`config.mk`:
```
export PLATFORM = sky130hd
export DESIGN_NAME = pc_sequencer
export DESIGN_NICKNAME = d
export VERILOG_FILES = /design/src/rtl/ctrl_pkg.sv /design/src/rtl/branch_resolve.sv /design/src/rtl/pc_sequencer.sv
export SDC_FILE = /design/constraint.sdc
export NUM_CORES = 1
export LEC_CHECK = 0
export ABC_AREA = 1
export CAP_MARGIN = 40
export CORE_MARGIN = 8
export CORE_UTILIZATION = 49
export CTS_BUF_LIST = sky130_fd_sc_hd__clkbuf_2
export DETAILED_ROUTE_END_ITERATION = 8
export HOLD_SLACK_MARGIN = 0.08
export PLACE_DENSITY_LB_ADDON = 0.05
export SYNTH_ARGS = -nofsm -noshare
export SYNTH_HDL_FRONTEND = slang
export SYNTH_HIERARCHICAL = 1
export SYNTH_SLANG_ARGS = --single-unit
export TNS_END_PERCENT = 30
```
`constraint.sdc`:
```
create_clock -name clk -period 3.05 [get_ports clk]
set_clock_uncertainty 0.1 [all_clocks]
set_input_delay 0.305 -clock clk [delete_from_list [all_inputs] [get_ports clk]]
set_output_delay 0.305 -clock clk [all_outputs]
set_load 0.02 [all_outputs]
```
`src/rtl/ctrl_pkg.sv`:
```
// ctrl_pkg: encodings shared by the fetch sequencer and the central control unit.
//   - BR_*  : 2-bit branch codes that control drives onto the branch input.
//   - ST_*  : run/halt state encoding of the sequencer.
//   - HC_*  : bit positions inside the sticky halt_cause vector.
package ctrl_pkg;

    localparam int BR_W = 2;

    localparam logic [BR_W-1:0] BR_NONE = 2'b00;
    localparam logic [BR_W-1:0] BR_BEQ  = 2'b01;
    localparam logic [BR_W-1:0] BR_BGT  = 2'b10;
    localparam logic [BR_W-1:0] BR_BLT  = 2'b11;

    typedef enum logic [1:0] {
        ST_START  = 2'd0,
        ST_RUN    = 2'd1,
        ST_HALTED = 2'd2
    } seq_state_t;

    localparam int HC_ALU  = 0;
    localparam int HC_DMEM = 1;
    localparam int HC_IMEM = 2;

endpackage

```
`src/rtl/branch_resolve.sv`:
```
// branch_resolve: purely combinational branch-condition evaluation.
// Ports:
//   branch  - branch code (BR_NONE/BR_BEQ/BR_BGT/BR_BLT)
//   op_a    - first compare operand, two's complement
//   op_b    - second compare operand, two's complement
//   taken   - high when the selected condition holds
module branch_resolve
    import ctrl_pkg::*;
#(
    parameter int WIDTH = 16
) (
    input  logic [BR_W-1:0]  branch,
    input  logic [WIDTH-1:0] op_a,
    input  logic [WIDTH-1:0] op_b,
    output logic             taken
);

    always_comb begin
        taken = 1'b0;
        case (branch)
            BR_BEQ:  taken = (op_a == op_b);
            BR_BGT:  taken = ($signed(op_a) > $signed(op_b));
            BR_BLT:  taken = ($signed(op_a) < $signed(op_b));
            default: taken = 1'b0;
        endcase
    end

endmodule

```
`src/rtl/pc_sequencer.sv`:
```
// pc_sequencer: program counter and fetch sequencing.
// Selects the next PC (halt > stall > jump > taken branch > pc+2), tracks the
// START/RUN/HALTED state, counts retired instructions and records why the CPU
// stopped.
// Ports:
//   clk, rst                 - clock (rising edge), async active-high reset
//   stall                    - hold current instruction; freezes pc and retired
//   jump, halt, branch       - sequencing commands from control
//   op_a, op_b               - signed compare operands for branches
//   branch_offset            - signed word offset (sign-extended)
//   jump_target              - absolute byte address for jumps
//   alu_exception            - captured into halt_cause only
//   data_memory_exception    - captured into halt_cause only
//   pc                       - registered fetch address
//   inst_memory_exception    - pc odd or outside instruction memory (in RUN)
//   running, halted          - state decode
//   halt_cause               - sticky {inst_mem, data_mem, alu}; 000 = clean HALT
//   retired                  - completed-instruction count (wraps)
//   dbg_state                - raw FSM state for observation
module pc_sequencer
    import ctrl_pkg::*;
#(
    parameter int                     PC_WIDTH             = 16,
    parameter logic [PC_WIDTH-1:0]    IMEM_BYTES           = 16'd512,
    parameter logic [PC_WIDTH-1:0]    RESET_PC             = 16'h0000,
    parameter int                     BRANCH_CONTROL_WIDTH = 2,
    parameter int                     COUNT_WIDTH          = 16
) (
    input  logic                            clk,
    input  logic                            rst,
    input  logic                            stall,
    input  logic                            jump,
    input  logic                            halt,
    input  logic [BRANCH_CONTROL_WIDTH-1:0] branch,
    input  logic [PC_WIDTH-1:0]             op_a,
    input  logic [PC_WIDTH-1:0]             op_b,
    input  logic [PC_WIDTH-1:0]             branch_offset,
    input  logic [PC_WIDTH-1:0]             jump_target,
    input  logic                            alu_exception,
    input  logic                            data_memory_exception,
    output logic [PC_WIDTH-1:0]             pc,
    output logic                            inst_memory_exception,
    output logic                            running,
    output logic                            halted,
    output logic [2:0]                      halt_cause,
    output logic [COUNT_WIDTH-1:0]          retired,
    output seq_state_t                      dbg_state
);

    seq_state_t          state;
    logic                taken;
    logic [PC_WIDTH-1:0] seq_pc;
    logic [PC_WIDTH-1:0] branch_pc;

    branch_resolve #(
        .WIDTH (PC_WIDTH)
    ) u_branch_resolve (
        .branch (branch[BR_W-1:0]),
        .op_a   (op_a),
        .op_b   (op_b),
        .taken  (taken)
    );

    // Word offset becomes a byte offset by a left shift; both sums wrap
    // naturally at 2^PC_WIDTH.
    assign seq_pc    = pc + PC_WIDTH'(2);
    assign branch_pc = seq_pc + {branch_offset[PC_WIDTH-2:0], 1'b0};

    // Outputs decode registered state only, so nothing from halt/jump/branch
    // reaches pc or the status outputs combinationally.
    assign running   = (state == ST_RUN);
    assign halted    = (state == ST_HALTED);
    assign dbg_state = state;

    assign inst_memory_exception = running & (pc[0] | (pc >= IMEM_BYTES));

    always_ff @(posedge clk or posedge rst) begin
        if (rst) begin
            state      <= ST_START;
            pc         <= RESET_PC;
            halt_cause <= 3'b000;
            retired    <= '0;
        end else begin
            case (state)
                // One settle cycle for instruction memory; pc is untouched.
                ST_START: state <= ST_RUN;

                ST_RUN: begin
                    if (halt) begin
                        // The halting instruction is not counted as retired.
                        state               <= ST_HALTED;
                        halt_cause[HC_IMEM] <= inst_memory_exception;
                        halt_cause[HC_DMEM] <= data_memory_exception;
                        halt_cause[HC_ALU]  <= alu_exception;
                    end else if (!stall) begin
                        retired <= retired + COUNT_WIDTH'(1);
                        if (jump)
                            pc <= jump_target;
                        else if (taken)
                            pc <= branch_pc;
                        else
                            pc <= seq_pc;
                    end
                end

                // Terminal: everything frozen until rst.
                ST_HALTED: state <= ST_HALTED;

                default: state <= ST_START;
            endcase
        end
    end

endmodule

```
# After elaboration in Yosys (flattened, before gate mapping)
# Cells that the tools add are included.
# classes
n_addsub	3
order_cmp	3
eq_ne	7
muxes	5
n_bitwise	4
n_reduce_logical	3
# op_table
operator	n
$mux 16	2
$add 16x1->16 const B	1
$add 16x16->16	1
$add 16x2->16 const B	1
$eq 16x16->1	1
$ge 16x10->1 const B	1
$gt 16x16->1	1
$lt 16x16->1	1
$eq 2x2->1 const B	3
$pmux 2 s3	1
$eq 2x1->1 const B	2
$pmux 1 s3	1
$reduce_and 3->1	1
$logic_not 2->1	1
$mux 2	1
$ne 2x2->1 const B	1
$not 1->1	2
$reduce_and 2->1	1
$and 1x1->1	1
$or 1x1->1	1
# totals
reg_bits	37
in_bits	73
out_inout_bits	40
wordCells	29

# Logic depth before layout (Yosys ltp)
# depth
ltp_word	4
mapped_depth	21
mapped_depth_nobuf	21

# Modules after synthesis
# The synthesis kept the hierarchy.
# modules_own_cells
module	n_inst	cells_each	area_per_inst_um2
pc_sequencer	1	418	3029.2
branch_resolve	1	87	508.0

# Worst setup path before layout
# Ideal clock, no wire load.
# synth_timing
path_kind	register to register
startpoint	register pc[1]
endpoint	register pc[15]
setup_ns	0.116
arrival_time_ns	2.346
required_time_ns	2.834
slack_ns	0.487
path_stages_with_launch	19
n_path_buf	0
period_less_slack_ns	2.563
path_cell_list	dfrtp_1 ha_1 nand3_1 nor3_2 nand2_1 xor2_1 inv_1 ha_1 nand2_1 nor2_1 inv_1 nor2_1 nand2_1 nand3_1 nand3_1 nand2_1 nand3_1 nand2_1 nand2_1
# synth_between
elab_chain_cells	4
# synth_lines
item	line	rtl
start: declaration	pc_sequencer.sv:41	output logic [PC_WIDTH-1:0] pc,
start signal: assignment	pc_sequencer.sv:98	pc <= jump_target;
start signal: assignment	pc_sequencer.sv:100	pc <= branch_pc;
start signal: assignment	pc_sequencer.sv:102	pc <= seq_pc;
$add 16x2->16 (*)	pc_sequencer.sv:66	assign seq_pc = pc + PC_WIDTH'(2);
$add 16x16->16	pc_sequencer.sv:67	assign branch_pc = seq_pc + {branch_offset[PC_WIDTH-2:0], 1'b0};
$mux 16 (*)	pc_sequencer.sv:99	else if (taken)
$mux 16 (*)	pc_sequencer.sv:97	if (jump)
# Mark *: on every way between the ends. The rest lies on a longest branch, timed or not.
# A chain may end at the register's enable or synchronous reset.

# Worst setup path after layout
# Ends and elaborated chain as after synthesis.

==> impl_metrics.env <==
export IMPL_hold_buffers=0
export IMPL_hold_path_class="in -> async"
export IMPL_grt_pass1_vias=3635
export IMPL_synthFlopType="dfrtp_1"
export IMPL_ios=113
export IMPL_power_mw=3.43
export IMPL_syn_to_final_growth_pct=36.7
export IMPL_fillerInstances=643
export IMPL_critical_path_slowest_cell="dfrtp_2"
export IMPL_ant_nets=0
export IMPL_netlist_area_um2=3540
export IMPL_cp_common_cell="nand2_1"
export IMPL_tightest_slew_ns=0.471
export IMPL_die_x_um=101
export IMPL_final_common_cell="nand2_1"
export IMPL_power_density_nw_per_um2=709
export IMPL_netlist_instances=505
export IMPL_post_route_cells_drive_above_1_share_pct=8.48
export IMPL_reg2reg_depth=18
export IMPL_dp_hpwl_mm=7.95
export IMPL_num_vias=3570
export IMPL_synth_edf_count=0
export IMPL_maxCapViolCount=0
export IMPL_slew_violations=0
export IMPL_die_area_um2=10200
export IMPL_synth_nets=618
export IMPL_synth_area_leaders="dfrtp_1 26%, nand2_1 15%, ha_1 14%, inv_1 9.8%, nand3_1 4.5%"
export IMPL_clock_latency_ns=0.38
export IMPL_portBuffers=111
export IMPL_register_area_um2=930
export IMPL_vdd_drop_max_v=0.000375
export IMPL_nNetsFinal=737
export IMPL_r2r_end="pc[15]"
export IMPL_grt_pass1_wl_mm=15.8
export IMPL_multi_input_area_um2=2240
export IMPL_fin_crit_sh_pct=89.4
export IMPL_rsz0062_at_grt="no"
export IMPL_synth_avg_cell_area_um2=7.00
export IMPL_period_needed_ns=2.73
export IMPL_final_cell_mix="137 x nand2_1, 111 x clkdlybuf4s50_1, 92 x inv_1"
export IMPL_cp_arrival_ns=2.94
export IMPL_start_util_pct=49.6
export IMPL_fin_setup_tns_ns=0
export IMPL_overflow=0
export IMPL_clock_sinks=37
export IMPL_slew_headroom_pct=68.4
export IMPL_cts_tree="yes"
export IMPL_grt_max_degree=38
export IMPL_viasPerCell=4.93
export IMPL_row_count=31
export IMPL_cts_htree_levels=2
export IMPL_finalWirelength_mm=9.45
export IMPL_crit_type="reg -> reg"
export IMPL_final_setup_viol_count=0
export IMPL_clk_pin_slew_worst_paths_ns=0.20
export IMPL_required_ns=3.26
export IMPL_yosys_area_top_type_share_pct=26.2
export IMPL_max_stage_delay_ns=0.47
export IMPL_yosys_warnings=6
export IMPL_seq_area_frac_synth_pct=26.2
export IMPL_crit_fanout=6
export IMPL_die_y_um=101
export IMPL_cp_start_kind="flip-flop"
export IMPL_antenna_found_initial=0
export IMPL_first_pass_iters=4
export IMPL_fmax_ghz=0.367
export IMPL_clockBufferDepth=2
export IMPL_grtUsageTotal_pct=19.1
export IMPL_synth_top_area_cell="dfrtp_1"
export IMPL_regToRegStartpoint="pc[1]"
export IMPL_wl_per_cell_um=13.0
export IMPL_cts_buffers=5
export IMPL_worstPathCellList="ha_1 -> nand3_1 -> nor3_2 -> nand2_1 -> xor2_1 -> inv_1 -> ha_1 -> nand2_1 -> nor2_1 -> inv_1 -> nor2_1 -> nand2_1 -> nand3_1 -> nand3_1 -> nand2_1 -> nand3_1 -> nand2_1 -> nand2_1"
export IMPL_gp_congestion=0.884
export IMPL_hold_viol=0
export IMPL_synth_cell_type_count=38
export IMPL_drtIter0Drc=123
export IMPL_status="complete, no violations"
export IMPL_cts_root_buf="clkbuf_2"
export IMPL_coreArea_um2=7140
export IMPL_crit_path_end_kind="flip-flop"
export IMPL_utilization_pct=67.8
export IMPL_drcViolationCount=0
export IMPL_async_reset_ff_share_pct=100
export IMPL_r2r_setup_slack_ns=0.32
export IMPL_leakagePower_nw=2.46
export IMPL_n_antenna_cell=0
export IMPL_synth_seq_cells=37
[report_power, final]
group / switching [mW] / internal (mW)
Combinational: 1.34 / 1.00
Sequential: 0.212 / 0.651
Clock: 0.171 / 0.0536
Total: 1.72 / 1.71
[Yosys cell counts, types with 4 or more instances]
library cell	count
a21oi_1	21
buf_2	4
inv_1	92
nand4_1	12
nor3_1	4
xor2_1	17
nor2_4	5
nand3_2	4
ha_1	39
nand3_1	32
xnor2_1	8
o21ai_1	4
dfrtp_1	37
nor2_1	28
nand2_2	6
o21ai_0	18
nor2_2	5
nand2_1	137
[state kept, by name (all words and copies together) (netlist names)]
name,flops
halt_cause,3
retired,16
dbg_state,2
pc,16
[logic make-up (layout without fill, tap and decap cells)]
logic type	Yosys count	count (layout)	synth area share [%]
xor gates and xnor gates	25	25	6.19
muxes	2	2	0.637
buffers and inverters	98	218	10.5
adders and majority gates	40	40	14.4
and+or+nand+nor	242	242	31.9
DFF	37	37	26.2
AOI/OAI and AO/OA	61	61	10.2
[worst max-delay path, delay by kind of cell (launching register included)]
kind | cells | cell delay, ns
xor gates and xnor gates | 1 | 0.14
adders and majority gates | 2 | 0.51
DFF | 1 | 0.47
buffers and inverters | 2 | 0.15
and+or+nand+nor | 13 | 1.29
[repair_timing]
action | CTS | global route
buffers inserted | 0 | 0
setup endpoints to repair | 0 | 1
gates resized for setup | 0 | 3
[area by class of cell]
| type | instances | share of cell area, % |
|---|---|---|
| flip-flops and latches | 37 | 19.2 |
| inverters | 94 | 7.30 |
| repair buffers | 116 | 23.8 |
| clock buffers | 5 | 0.517 |
| clock inverters | 3 | 0.362 |
| multi-input cells | 370 | 46.3 |
| well taps | 99 | 2.56 |
[per-layer routing]
layer	vias up	GRT usage (%)	share of wire [%]	routed length [um]
met5	-	0	0	0
met4	0	4.47	1.2	114
met3	10	5.59	7.8	732
met2	101	34.9	50	4720
met1	1612	21.0	41	3870
li1	1847	-	-	-
[metrics by stage]
step | instance area [um2] | cells | setup slack [ns] | hold WS, ns
2_1_floorplan | 3540 | 505 | 0.487 | 0.322
3_3_place_gp | 4790 | 716 | 0.245 | 0.370
3_5_place_dp | 4790 | 716 | 0.191 | 0.377
4_1_cts | 4830 | 724 | 0.256 | 0.181
5_1_grt | 4840 | 724 | 0.00354 | 0.227
6_report | 4840 | 724 | 0.325 | 0.195
[worst max-delay path by stage]
stage / startpoint / endpoint / slack, ns
2_1_floorplan: pc[1] / pc[15] / 0.49
3_3_place_gp: op_b[7] / pc[14] / 0.25
3_5_place_dp: op_b[15] / pc[3] / 0.19
4_1_cts: pc[3] / pc[15] / 0.26
5_1_grt: pc[1] / pc[15] / 0.004
6_report: pc[1] / pc[15] / 0.32
(Power assumes the default switching activity.)
